File: config.mk
export PLATFORM = sky130hd
export DESIGN_NAME = vga_timing_ctrl
export DESIGN_NICKNAME = d
export VERILOG_FILES = /design/src/rtl/vga_timing_ctrl.sv
export SDC_FILE = /design/constraint.sdc
export NUM_CORES = 1
export LEC_CHECK = 0
export BUFFER_PORTS_ARGS = -buffer_cell sky130_fd_sc_hd__clkbuf_2
export CORE_UTILIZATION = 45
export CTS_CLUSTER_DIAMETER = 30
export DETAILED_ROUTE_END_ITERATION = 8
export GPL_TIMING_DRIVEN = 0
export HOLD_SLACK_MARGIN = 0.06
export PLACE_DENSITY = 0.72
export SYNTH_ARGS = -nofsm -noshare
export SYNTH_HDL_FRONTEND = slang
export SYNTH_SLANG_ARGS = --single-unit
File: constraint.sdc
create_clock -name clk -period 4.2 [get_ports clk]
set_input_delay 0.42 -clock clk [delete_from_list [all_inputs] [get_ports clk]]
set_output_delay 0.42 -clock clk [all_outputs]
set_load 0.03 [all_outputs]
File: src/rtl/vga_timing_ctrl.sv
// vga_timing_ctrl: pixel-rate divider, raster counters and run/stop sequencer
// for the colour-bar generator. Every output is a flop loaded from the
// next-state counters, so sync/valid/coordinates always agree with each other.
module vga_timing_ctrl #(
  parameter int CLK_DIV  = 4,
  parameter int H_ACTIVE = 640,
  parameter int H_FP     = 16,
  parameter int H_SYNC   = 96,
  parameter int H_BP     = 48,
  parameter int V_ACTIVE = 480,
  parameter int V_FP     = 10,
  parameter int V_SYNC   = 2,
  parameter int V_BP     = 33,
  parameter bit SYNC_POL = 1'b0
) (
  input  logic        clk,
  input  logic        rst_n,
  input  logic        en,
  output logic        pix_tick,
  output logic        hsync,
  output logic        vsync,
  output logic        dValid,
  output logic [9:0]  xCor,
  output logic [9:0]  yCor,
  output logic        sof,
  output logic [15:0] frame_cnt,
  output logic        busy
);

  localparam int H_TOTAL = H_ACTIVE + H_FP + H_SYNC + H_BP;
  localparam int V_TOTAL = V_ACTIVE + V_FP + V_SYNC + V_BP;
  localparam int DIV_W   = (CLK_DIV > 1) ? $clog2(CLK_DIV) : 1;

  localparam logic [DIV_W-1:0] DIV_LAST = DIV_W'(CLK_DIV - 1);
  localparam logic [9:0] H_LAST   = 10'(H_TOTAL - 1);
  localparam logic [9:0] V_LAST   = 10'(V_TOTAL - 1);
  localparam logic [9:0] H_ACT    = 10'(H_ACTIVE);
  localparam logic [9:0] V_ACT    = 10'(V_ACTIVE);
  localparam logic [9:0] HS_START = 10'(H_ACTIVE + H_FP);
  localparam logic [9:0] HS_END   = 10'(H_ACTIVE + H_FP + H_SYNC);
  localparam logic [9:0] VS_START = 10'(V_ACTIVE + V_FP);
  localparam logic [9:0] VS_END   = 10'(V_ACTIVE + V_FP + V_SYNC);

  typedef enum logic [1:0] {
    ST_IDLE   = 2'd0,
    ST_RUN    = 2'd1,
    ST_FINISH = 2'd2
  } state_e;

  state_e             state_q, state_d;
  logic [DIV_W-1:0]   div_q, div_d;
  logic [9:0]         hcnt_q, hcnt_d;
  logic [9:0]         vcnt_q, vcnt_d;
  logic [15:0]        frame_q, frame_d;
  logic               sof_q, sof_d;
  logic               busy_q, busy_d;
  logic               pix_q, pix_d;
  logic               dvalid_q, dvalid_d;
  logic               hsync_q, hsync_d;
  logic               vsync_q, vsync_d;

  logic               tick_s;
  logic               frame_end_s;
  logic [9:0]         hadv_s, vadv_s;

  // Pixel enable and end-of-frame detect, both from the current registered state
  assign tick_s      = (state_q != ST_IDLE) && (div_q == DIV_LAST);
  assign frame_end_s = tick_s && (hcnt_q == H_LAST) && (vcnt_q == V_LAST);

  // Raster position after one pixel tick, wrapping at line and frame end
  always_comb begin
    hadv_s = hcnt_q;
    vadv_s = vcnt_q;
    if (hcnt_q == H_LAST) begin
      hadv_s = 10'd0;
      if (vcnt_q == V_LAST) begin
        vadv_s = 10'd0;
      end else begin
        vadv_s = vcnt_q + 10'd1;
      end
    end else begin
      hadv_s = hcnt_q + 10'd1;
    end
  end

  // Next-state logic: run/stop FSM, divider, counters, frame bookkeeping
  always_comb begin
    state_d = state_q;
    div_d   = div_q;
    hcnt_d  = hcnt_q;
    vcnt_d  = vcnt_q;
    frame_d = frame_q;
    sof_d   = 1'b0;

    // divider only runs outside IDLE; it is back at 0 whenever IDLE is entered
    if (state_q == ST_IDLE) begin
      div_d = {DIV_W{1'b0}};
    end else if (div_q == DIV_LAST) begin
      div_d = {DIV_W{1'b0}};
    end else begin
      div_d = div_q + {{(DIV_W-1){1'b0}}, 1'b1};
    end

    case (state_q)
      ST_IDLE: begin
        hcnt_d = 10'd0;
        vcnt_d = 10'd0;
        if (en) begin
          state_d = ST_RUN;
          sof_d   = 1'b1;
          frame_d = frame_q + 16'd1;
        end else begin
          state_d = ST_IDLE;
        end
      end
      ST_RUN: begin
        if (tick_s) begin
          hcnt_d = hadv_s;
          vcnt_d = vadv_s;
        end else begin
          hcnt_d = hcnt_q;
          vcnt_d = vcnt_q;
        end
        if (frame_end_s) begin
          sof_d   = 1'b1;
          frame_d = frame_q + 16'd1;
        end else begin
          sof_d   = 1'b0;
        end
        state_d = en ? ST_RUN : ST_FINISH;
      end
      ST_FINISH: begin
        if (tick_s) begin
          hcnt_d = hadv_s;
          vcnt_d = vadv_s;
        end else begin
          hcnt_d = hcnt_q;
          vcnt_d = vcnt_q;
        end
        if (frame_end_s && !en) begin
          // wrapped counters are already (0,0); stop without a new frame
          state_d = ST_IDLE;
        end else if (frame_end_s) begin
          state_d = ST_RUN;
          sof_d   = 1'b1;
          frame_d = frame_q + 16'd1;
        end else begin
          state_d = en ? ST_RUN : ST_FINISH;
        end
      end
      default: begin
        state_d = ST_IDLE;
        div_d   = {DIV_W{1'b0}};
        hcnt_d  = 10'd0;
        vcnt_d  = 10'd0;
      end
    endcase
  end

  // Output decode from next-state values so the output flops line up with the counters
  always_comb begin
    busy_d   = (state_d != ST_IDLE);
    pix_d    = busy_d && (div_d == DIV_LAST);
    dvalid_d = busy_d && (hcnt_d < H_ACT) && (vcnt_d < V_ACT);
    if (busy_d && (hcnt_d >= HS_START) && (hcnt_d < HS_END)) begin
      hsync_d = SYNC_POL;
    end else begin
      hsync_d = ~SYNC_POL;
    end
    if (busy_d && (vcnt_d >= VS_START) && (vcnt_d < VS_END)) begin
      vsync_d = SYNC_POL;
    end else begin
      vsync_d = ~SYNC_POL;
    end
  end

  // State, divider and counter registers
  always_ff @(posedge clk or negedge rst_n) begin
    if (!rst_n) begin
      state_q <= ST_IDLE;
      div_q   <= {DIV_W{1'b0}};
      hcnt_q  <= 10'd0;
      vcnt_q  <= 10'd0;
      frame_q <= 16'd0;
    end else begin
      state_q <= state_d;
      div_q   <= div_d;
      hcnt_q  <= hcnt_d;
      vcnt_q  <= vcnt_d;
      frame_q <= frame_d;
    end
  end

  // Registered outputs, inactive levels in reset
  always_ff @(posedge clk or negedge rst_n) begin
    if (!rst_n) begin
      sof_q    <= 1'b0;
      busy_q   <= 1'b0;
      pix_q    <= 1'b0;
      dvalid_q <= 1'b0;
      hsync_q  <= ~SYNC_POL;
      vsync_q  <= ~SYNC_POL;
    end else begin
      sof_q    <= sof_d;
      busy_q   <= busy_d;
      pix_q    <= pix_d;
      dvalid_q <= dvalid_d;
      hsync_q  <= hsync_d;
      vsync_q  <= vsync_d;
    end
  end

  assign pix_tick  = pix_q;
  assign hsync     = hsync_q;
  assign vsync     = vsync_q;
  assign dValid    = dvalid_q;
  assign xCor      = hcnt_q;
  assign yCor      = vcnt_q;
  assign sof       = sof_q;
  assign frame_cnt = frame_q;
  assign busy      = busy_q;

endmodule

==> results of run 1 <==
-- worst reg2reg max path: stages, from the launching register on --
cell and delay, ns:
dfrtp_1 0.39, inv_1 0.08, ha_1 0.19, clkbuf_1 0.20
nand2b_1 0.19, clkbuf_1 0.21, or4_1 0.62, o21ai_1 0.32
nand4_1 0.34, nor3_1 0.27, xor2_1 0.16
-- registers in the layout (all words and copies together), names as in the netlist --
name	flops
busy	1
dValid	1
vsync	1
yCor	10
sof	1
frame_cnt	16
xCor	10
hsync	1
state_q	2
div_q	2
pix_tick	1
-- kinds of logic after synthesis --
| family | count (synthesis) | synth area share, % |
|---|---|---|
| DFF | 46 | 48.3 |
| and+or+nand+nor | 109 | 25.2 |
| buffers and inverters | 18 | 2.94 |
| muxes | 2 | 0.891 |
| AOI/OAI and AO/OA | 23 | 6.19 |
| xor gates and xnor gates | 32 | 11.7 |
| adders and majority gates | 9 | 4.72 |
-- power groups by stage --
stage	Sequential, mW	Clock (mW)	Combinational (mW)
6_report	0.554	0.327	0.398
5_1_grt	0.563	0.358	0.444
4_1_cts	0.554	0.335	0.402
3_5_place_dp	0.562	0	0.402
3_3_place_gp	0.562	0	0.395
2_1_floorplan	0.644	0	0.198
-- cells in the mapped netlist (2+ instances only) --
cell,instances
ha_1,9
or4_1,3
nor3_1,11
or3_1,3
nand2_1,11
a21oi_1,8
nand3b_1,3
xor2_1,14
nor4_1,3
o21ai_0,3
nand4_1,10
and3_1,2
and2_1,5
clkbuf_1,5
nor2_1,28
a2111oi_0,2
inv_1,11
dfrtp_1,44
nand3_1,13
dfstp_2,2
nor2b_1,3
and4_1,3
xnor2_1,18
buf_2,2
-- final timing paths --
kind,cells after the start,slack [ns],end
max,10,1.15,frame_cnt[15]
min,1,0.33,yCor[4]
max reg2reg,10,1.15,frame_cnt[15]
min reg2reg,1,0.47,frame_cnt[15]
max in group asynchronous,1,3.20,frame_cnt[15]
min in group clk,2,0.34,state_q[1]
-- layout make-up --
type | instances | area share [%]
clock inverters | 2 | 1.34
well taps | 70 | 3.12
flip-flops and latches | 46 | 41.1
multi-input cells | 175 | 41.5
repair buffers | 44 | 7.85
clock buffers | 6 | 2.59
inverters | 11 | 1.47
plain buffers | 7 | 1.03
-- per-layer routing --
| layer | GRT usage, % | wire [um] | vias to the layer above |
|---|---|---|---|
| met5 | 0 | 0 | - |
| met1 | 26.2 | 2350 | 878 |
| met2 | 27.9 | 2170 | 35 |
| met4 | 6.92 | 59 | 0 |
| met3 | 5.09 | 194 | 8 |
| li1 | - | - | 945 |
-- cells in the final DEF (no fill, tap or decap), types with 5 or more instances in the layout --
| cell type | count |
|---|---|
| a21oi_1 | 8 |
| and2_1 | 5 |
| clkbuf_1 | 6 |
| clkbuf_2 | 44 |
| clkbuf_8 | 5 |
| dfrtp_1 | 44 |
| ha_1 | 9 |
| inv_1 | 11 |
| nand2_1 | 11 |
| nand3_1 | 13 |
| nand4_1 | 10 |
| nor2_1 | 28 |
| nor3_1 | 11 |
| xnor2_1 | 18 |
| xor2_1 | 14 |
==> results.cfg, run 1 <==
[run_status]
outcome = completed

[critical_path]
slowest_stage = or4_1
critPathLaunch = state_q[0]
crit_buf_inv = 3
critical_path.cell_chain = inv_1, ha_1, clkbuf_1, nand2b_1, clkbuf_1, or4_1, o21ai_1, nand4_1, nor3_1, xor2_1
worstPathArrival_ns = 3.27
critical_path.max_stage_delay_ns = 0.62
cp.required_ns = 4.42
endpoint_kind = flip-flop
critPathLaunchType = flip-flop
crit_type = flip-flop to flip-flop
crit_family = simple AND/OR/NAND/NOR gates
crit_top_cell = clkbuf_1
path_max_fanout = 10
rr_startpoint = state_q[0]

[sta]
rsz0062_at_grt = no
tns_ns = 0
worstMarginPinSlew_ns = 1.12
max_freq_mhz = 328
fin_crit_ns = 3.05
period_share_pct = 72.7
fin_skew_ns = 0.00791
finalMaxSlewViolations = 0
hold_viol_final = 0
setup_ws_ns = 1.15
slew-limit-headroom_pct = 25.6
whs_ns = 0.328
setup_viol = 0

[clock_network]
root_buffer = clkbuf_8
cts_tree = yes
clk_pin_slew_ns = 0.09
worstSkewPairLatency_ns = 0.30
cts.sinks = 46
cts_resized = 0
cts_buffers = 5
cts_buffer_depth = 2
cts.htree.levels = 2
cts_post_setup_buffers_inserted = 0
hold_buffers = 0

[placed_design]
placed_area_mm2 = 0.00270
place.gp.congestion = 0.810
pre_cts_slack_ns = 1.16
dp.cells = 353
dp_hpwl_mm = 3.44
io_buffers = 44

[global_routing]
grt_usage_pct = 18.8
grt_pass1_wl_mm = 7.88
antenna_found_initial = 0
grt_pass1_vias = 1697
grt-ovfl-total = 0
grt_max_degree = 47

[synthesis]
synth_area_leaders = dfrtp_1 46%, xnor2_1 6.6%, xor2_1 5.1%
ys_seq_area_share_pct = 48.3
synth_ff_type = dfrtp_1
yosysWarningCount = 0
yosysTopAreaCellShare_pct = 46.1
synth-edff-count = 0
syn_nets = 251
netlist_instances = 239
yosysTopAreaCell = dfrtp_1
async_reset_ff_share_pct = 100
ys_types = 47
ys_ff_latch = 46
postSynthAreaPerCell_um2 = 9.99
syn_area_mm2 = 0.00239

[final_layout]
final-seq-area_mm2 = 0.00115
fin_cells = 361
postLayoutCoreUtil_pct = 54.9
multiInputGateArea_mm2 = 0.00116
nets = 302
finalInstanceArea_mm2 = 0.00281
drive_above_1_share_pct = 20.3
syn2layout_area_growth_pct = 17.5
n_antenna_cell = 0
fillers = 465

[drt]
drt-total-wl_mm = 4.77
wire_per_inst_um = 13.2
ant_nets = 0
drt-vias-per-instance = 5.17
dr.pass1.iters = 4
route.vias.total = 1866
drt_iter0_drc = 125
drc_errors = 0

[floorplanning]
io_pins = 45
core-area_mm2 = 0.00511
fp.dieW_um = 74.8
start_util_pct = 46.7
rows = 26
die_area_mm2 = 0.00560
die_height_um = 74.8

[worst_hold_path]
hold_class = input port to async pin

[power]
combPwrFrac_pct = 31.1
ir_worst_vdd_uv = 189
seqPwrFrac_pct = 43.3
swShare_pct = 36.8
leakage_nw = 1.28
p_sw_mw = 0.471
p_int_mw = 0.808
power_mw = 1.28
power.density_mw_per_mm2 = 456
pwr-share-clk_pct = 25.6

[job]
drv_cap = 0
Note: power is estimated with default switching activity, not from simulation.
==> run 2, diff against run 1 <==
Settings changed: PLACE_DENSITY 0.72 to 0.75.
Clock period 4.2 ns to 2.5 ns, I/O delays scaled along.
==> results.cfg, run 2 (synthesis gave the netlist of run 1 again) <==
[run_status]
outcome = completed

[final_layout]
n_antenna_cell = 0
drive_above_1_share_pct = 31.8
nets = 319
layout_common_cells = 44 x clkbuf_2, 40 x dfrtp_1, 25 x nor2_1
final_common_cell = clkbuf_2
syn2layout_area_growth_pct = 28.0
largest_reg_flops = 16
postLayoutCoreUtil_pct = 59.8
fin_cells = 378
fillers = 454

[global_routing]
grt-ovfl-total = 0
grt_pass1_vias = 1829
grt_pass1_wl_mm = 8.62
antenna_found_initial = 0
grt_usage_pct = 20.7
grt_max_degree = 47

[placed_design]
dp.cells = 353
place.gp.congestion = 0.839
dp_hpwl_mm = 3.49
io_buffers = 44

[floorplanning]
start_util_pct = 46.7
die_height_um = 74.8
rows = 26
core-area_mm2 = 0.00511
die_area_mm2 = 0.00560
io_pins = 45
fp.dieW_um = 74.8

[clock_network]
cts_buffer_depth = 2
worstSkewPairLatency_ns = 0.29
cts_tree = yes
hold_buffers = 0
cts_buffers = 5
root_buffer = clkbuf_8
cts.htree.levels = 2
clk_pin_slew_ns = 0.08
cts.sinks = 46

[critical_path]
endpoint_kind = flip-flop
crit_type = flip-flop to flip-flop
cp.required_ns = 2.68
critPathLaunchType = flip-flop
r2r_setup_slack_ns = 0.03
worstPathArrival_ns = 2.65
path_max_fanout = 5

[drt]
route.vias.total = 2026
drt-vias-per-instance = 5.36
wire_per_inst_um = 14.5
drt_iter0_drc = 174
dr.pass1.iters = 4
ant_nets = 0
drt-total-wl_mm = 5.49
drc_errors = 0

[worst_hold_path]
hold_class = input port to async pin

[power]
power.density_mw_per_mm2 = 725
leakage_nw = 1.41
ir_worst_vdd_uv = 316

[sta]
period_share_pct = 98.6
fin_crit_ns = 2.47
worstMarginPinSlew_ns = 1.10
setup_viol = 0
hold_viol_final = 0
max_freq_mhz = 405
finalMaxSlewViolations = 0
fin_skew_ns = 0.00362
slew-limit-headroom_pct = 26.6

[job]
drv_cap = 0
run 2: metrics by stage:
stage / instance area (um^2) / setup TNS (ns) / worst slack, ns / power [mW] / hold WS (ns)
4_1_cts: 2930 / 0 / 0.00645 / 2.18 / 0.177
2_1_floorplan: 2410 / -0.0139 / -0.0139 / 1.42 / -0.0456
5_1_grt: 3060 / -0.0185 / -0.0185 / 2.35 / 0.198
3_3_place_gp: 2720 / -3.31 / -0.306 / 1.61 / 0.457
3_5_place_dp: 2720 / -3.84 / -0.342 / 1.62 / 0.462
6_report: 3060 / 0 / 0.0338 / 2.21 / 0.145
run 2: what timing repair did:
item,CTS,global route
pin swaps,3,10
setup endpoints to repair,18,16
setup buffers,10,8
resized for setup,11,17
run 2: area by class of cell:
| class | instances | area (um^2) | share of cell area (%) |
|---|---|---|---|
| Multi-Input combinational cell | 175 | 1270 | 41.5 |
| Sequential cell | 46 | 1160 | 37.9 |
| Timing Repair Buffer | 62 | 355 | 11.6 |
| Tap cell | 70 | 87.6 | 2.87 |
| Clock buffer | 7 | 86.3 | 2.83 |
| Buffer | 6 | 52.6 | 1.72 |
| Inverter | 11 | 41.3 | 1.35 |
| Clock inverter | 1 | 5.00 | 0.164 |
run 2: per-layer routing:
| metal | track usage, % | routed length, um | share of wire (%) | vias up |
|---|---|---|---|---|
| met5 | 0 | 0 | 0 | - |
| met3 | 4.15 | 237 | 4.3 | 17 |
| met4 | 9.01 | 162 | 3.0 | 0 |
| li1 | - | - | - | 977 |
| met1 | 28.5 | 2550 | 47 | 954 |
| met2 | 31.9 | 2530 | 46 | 78 |
run 2: worst max-delay path: stages, from the launching register on:
cell     delay (ns)
dfrtp_2        0.42
or3b_4         0.43
or4_4          0.59
or4_4          0.51
a21oi_2        0.16
nor2_1         0.09
and3_1         0.17
run 2: power breakdown:
| part | switching [mW] | total, mW | internal [mW] |
|---|---|---|---|
| sequential | 0.0809 | 0.925 | 0.844 |
| combinational | 0.511 | 0.830 | 0.319 |
| clock | 0.237 | 0.460 | 0.223 |
run 2: path summary, 6_finish.rpt:
path                               startpoint             to  cells after the start
worst max-delay path                  xCor[6]         dValid                      6
worst min-delay path                    rst_n  frame_cnt[14]                      1
worst max register to register        xCor[6]         dValid                      6
worst min register to register  frame_cnt[15]  frame_cnt[15]                      1
max in group asynchronous               rst_n        xCor[0]                      1
min in group clk                           en     state_q[1]                      2
==> run 3, diff against run 2 <==
Settings changed: CAP_MARGIN from default to 20, PLACE_DENSITY 0.75 to 0.72.
Clock period 2.5 ns to 2.63 ns, I/O delays scaled along.
==> results.cfg, run 3 (synthesis gave the netlist of run 1 again) <==
[placed_design]
dp.cells = 354
place.gp.congestion = 0.830
io_buffers = 44
pre_cts_slack_ns = -0.450
dp_hpwl_mm = 3.62

[floorplanning]
rows = 26
fp.dieW_um = 74.8
die_area_mm2 = 0.00560
core-area_mm2 = 0.00511
start_util_pct = 46.7
die_height_um = 74.8
io_pins = 45

[critical_path]
critical_path.max_stage_delay_ns = 0.58
crit_buf_inv = 1
endpoint_kind = flip-flop
worstPathArrival_ns = 2.73
r2r_setup_slack_ns = 0.09
path_max_fanout = 10
slowest_stage = or4_4
crit_type = flip-flop to flip-flop
critical_path.cell_chain = ha_2, nand3_1, buf_4, or4_4, nor2_2, xnor2_1, or4_1, and3_1
crit_family = simple AND/OR/NAND/NOR gates
critPathLaunchType = flip-flop
cp.required_ns = 2.82

[drt]
dr.pass1.iters = 4
drt-vias-per-instance = 5.25
route.vias.total = 1925
drc_errors = 0
drt-total-wl_mm = 5.08
ant_nets = 0
wire_per_inst_um = 13.8
drt_iter0_drc = 100

[final_layout]
multiInputGateArea_mm2 = 0.00120
syn2layout_area_growth_pct = 22.6
layout_common_cells = 44 x clkbuf_2, 41 x dfrtp_1, 28 x nor2_1
n_antenna_cell = 0
fin_cells = 367
final_common_cell = clkbuf_2
largest_reg_flops = 16
final-seq-area_mm2 = 0.00116
drive_above_1_share_pct = 25.6
nets = 308
fillers = 478

[power]
leakage_nw = 1.35
power.density_mw_per_mm2 = 728
power_mw = 2.13
ir_worst_vdd_uv = 247

[clock_network]
cts.htree.levels = 2
worstSkewPairLatency_ns = 0.29
cts_tree = yes
cts_buffer_depth = 2
root_buffer = clkbuf_8
cts_buffers = 5
cts.sinks = 46
clk_pin_slew_ns = 0.09

[global_routing]
antenna_found_initial = 0
grt_pass1_vias = 1806
grt_usage_pct = 20.5
grt_max_degree = 26
grt_pass1_wl_mm = 8.63
grt-ovfl-total = 0

[sta]
fin_skew_ns = 0.00204
setup_ws_ns = 0.0945
finalMaxSlewViolations = 0
whs_ns = 0.186
worstMarginPinSlew_ns = 0.565
fin_crit_ns = 2.54
tns_ns = 0
setup_viol = 0
max_freq_mhz = 394
hold_viol_final = 0
slew-limit-headroom_pct = 62.3
period_share_pct = 96.4

[run_status]
outcome = completed

[job]
drv_cap = 0

[worst_hold_path]
hold_class = input port to flip-flop
[run 3: power by group]
part	leakage, nW	switching, mW	internal (mW)
clock	0.0514	0.243	0.284
combinational	0.691	0.459	0.262
sequential	0.604	0.0798	0.803
total	1.35	0.781	1.35
[run 3: timing repair]
| action | in CTS | in global routing |
|---|---|---|
| setup buffers | 2 | 4 |
| hold buffers | 1 | 0 |
| resized for setup | 7 | 9 |
| pin swaps | 1 | 2 |
| setup endpoints to repair | 28 | 17 |
| hold endpoints to repair | 21 | 0 |
[run 3: stage by stage]
step	utilization, %	cell area, um^2
floorplan	-	2390
global placement	52.8	2700
detailed placement	53.2	2720
CTS	56.2	2870
global route	57.3	2930
finish	57.3	2930
[run 3: worst paths after layout]
| path | start | endpoint | depth (start not counted) |
|---|---|---|---|
| setup / recovery | xCor[0] | dValid | 8 |
| hold / removal | en | state_q[1] | 2 |
| setup reg to reg | xCor[0] | dValid | 8 |
| hold reg to reg | frame_cnt[15] | frame_cnt[15] | 1 |
| max in group asynchronous | rst_n | vsync | 3 |
| min in group asynchronous | rst_n | pix_tick | 2 |
[run 3: cell type report]
type / instances / share of cell area (%)
repair buffers: 52 / 10.1
clock inverters: 2 / 1.28
clock buffers: 6 / 2.48
inverters: 11 / 1.41
flip-flops and latches: 46 / 39.5
plain buffers: 5 / 1.07
multi-input cells: 175 / 41.1
well taps: 70 / 2.99
[run 3: metal layers]
metal	routed length (um)	global-route usage, %
met1	2380	28.2
met2	2470	32.0
met3	191	5.09
met4	38	6.08
met5	0	0
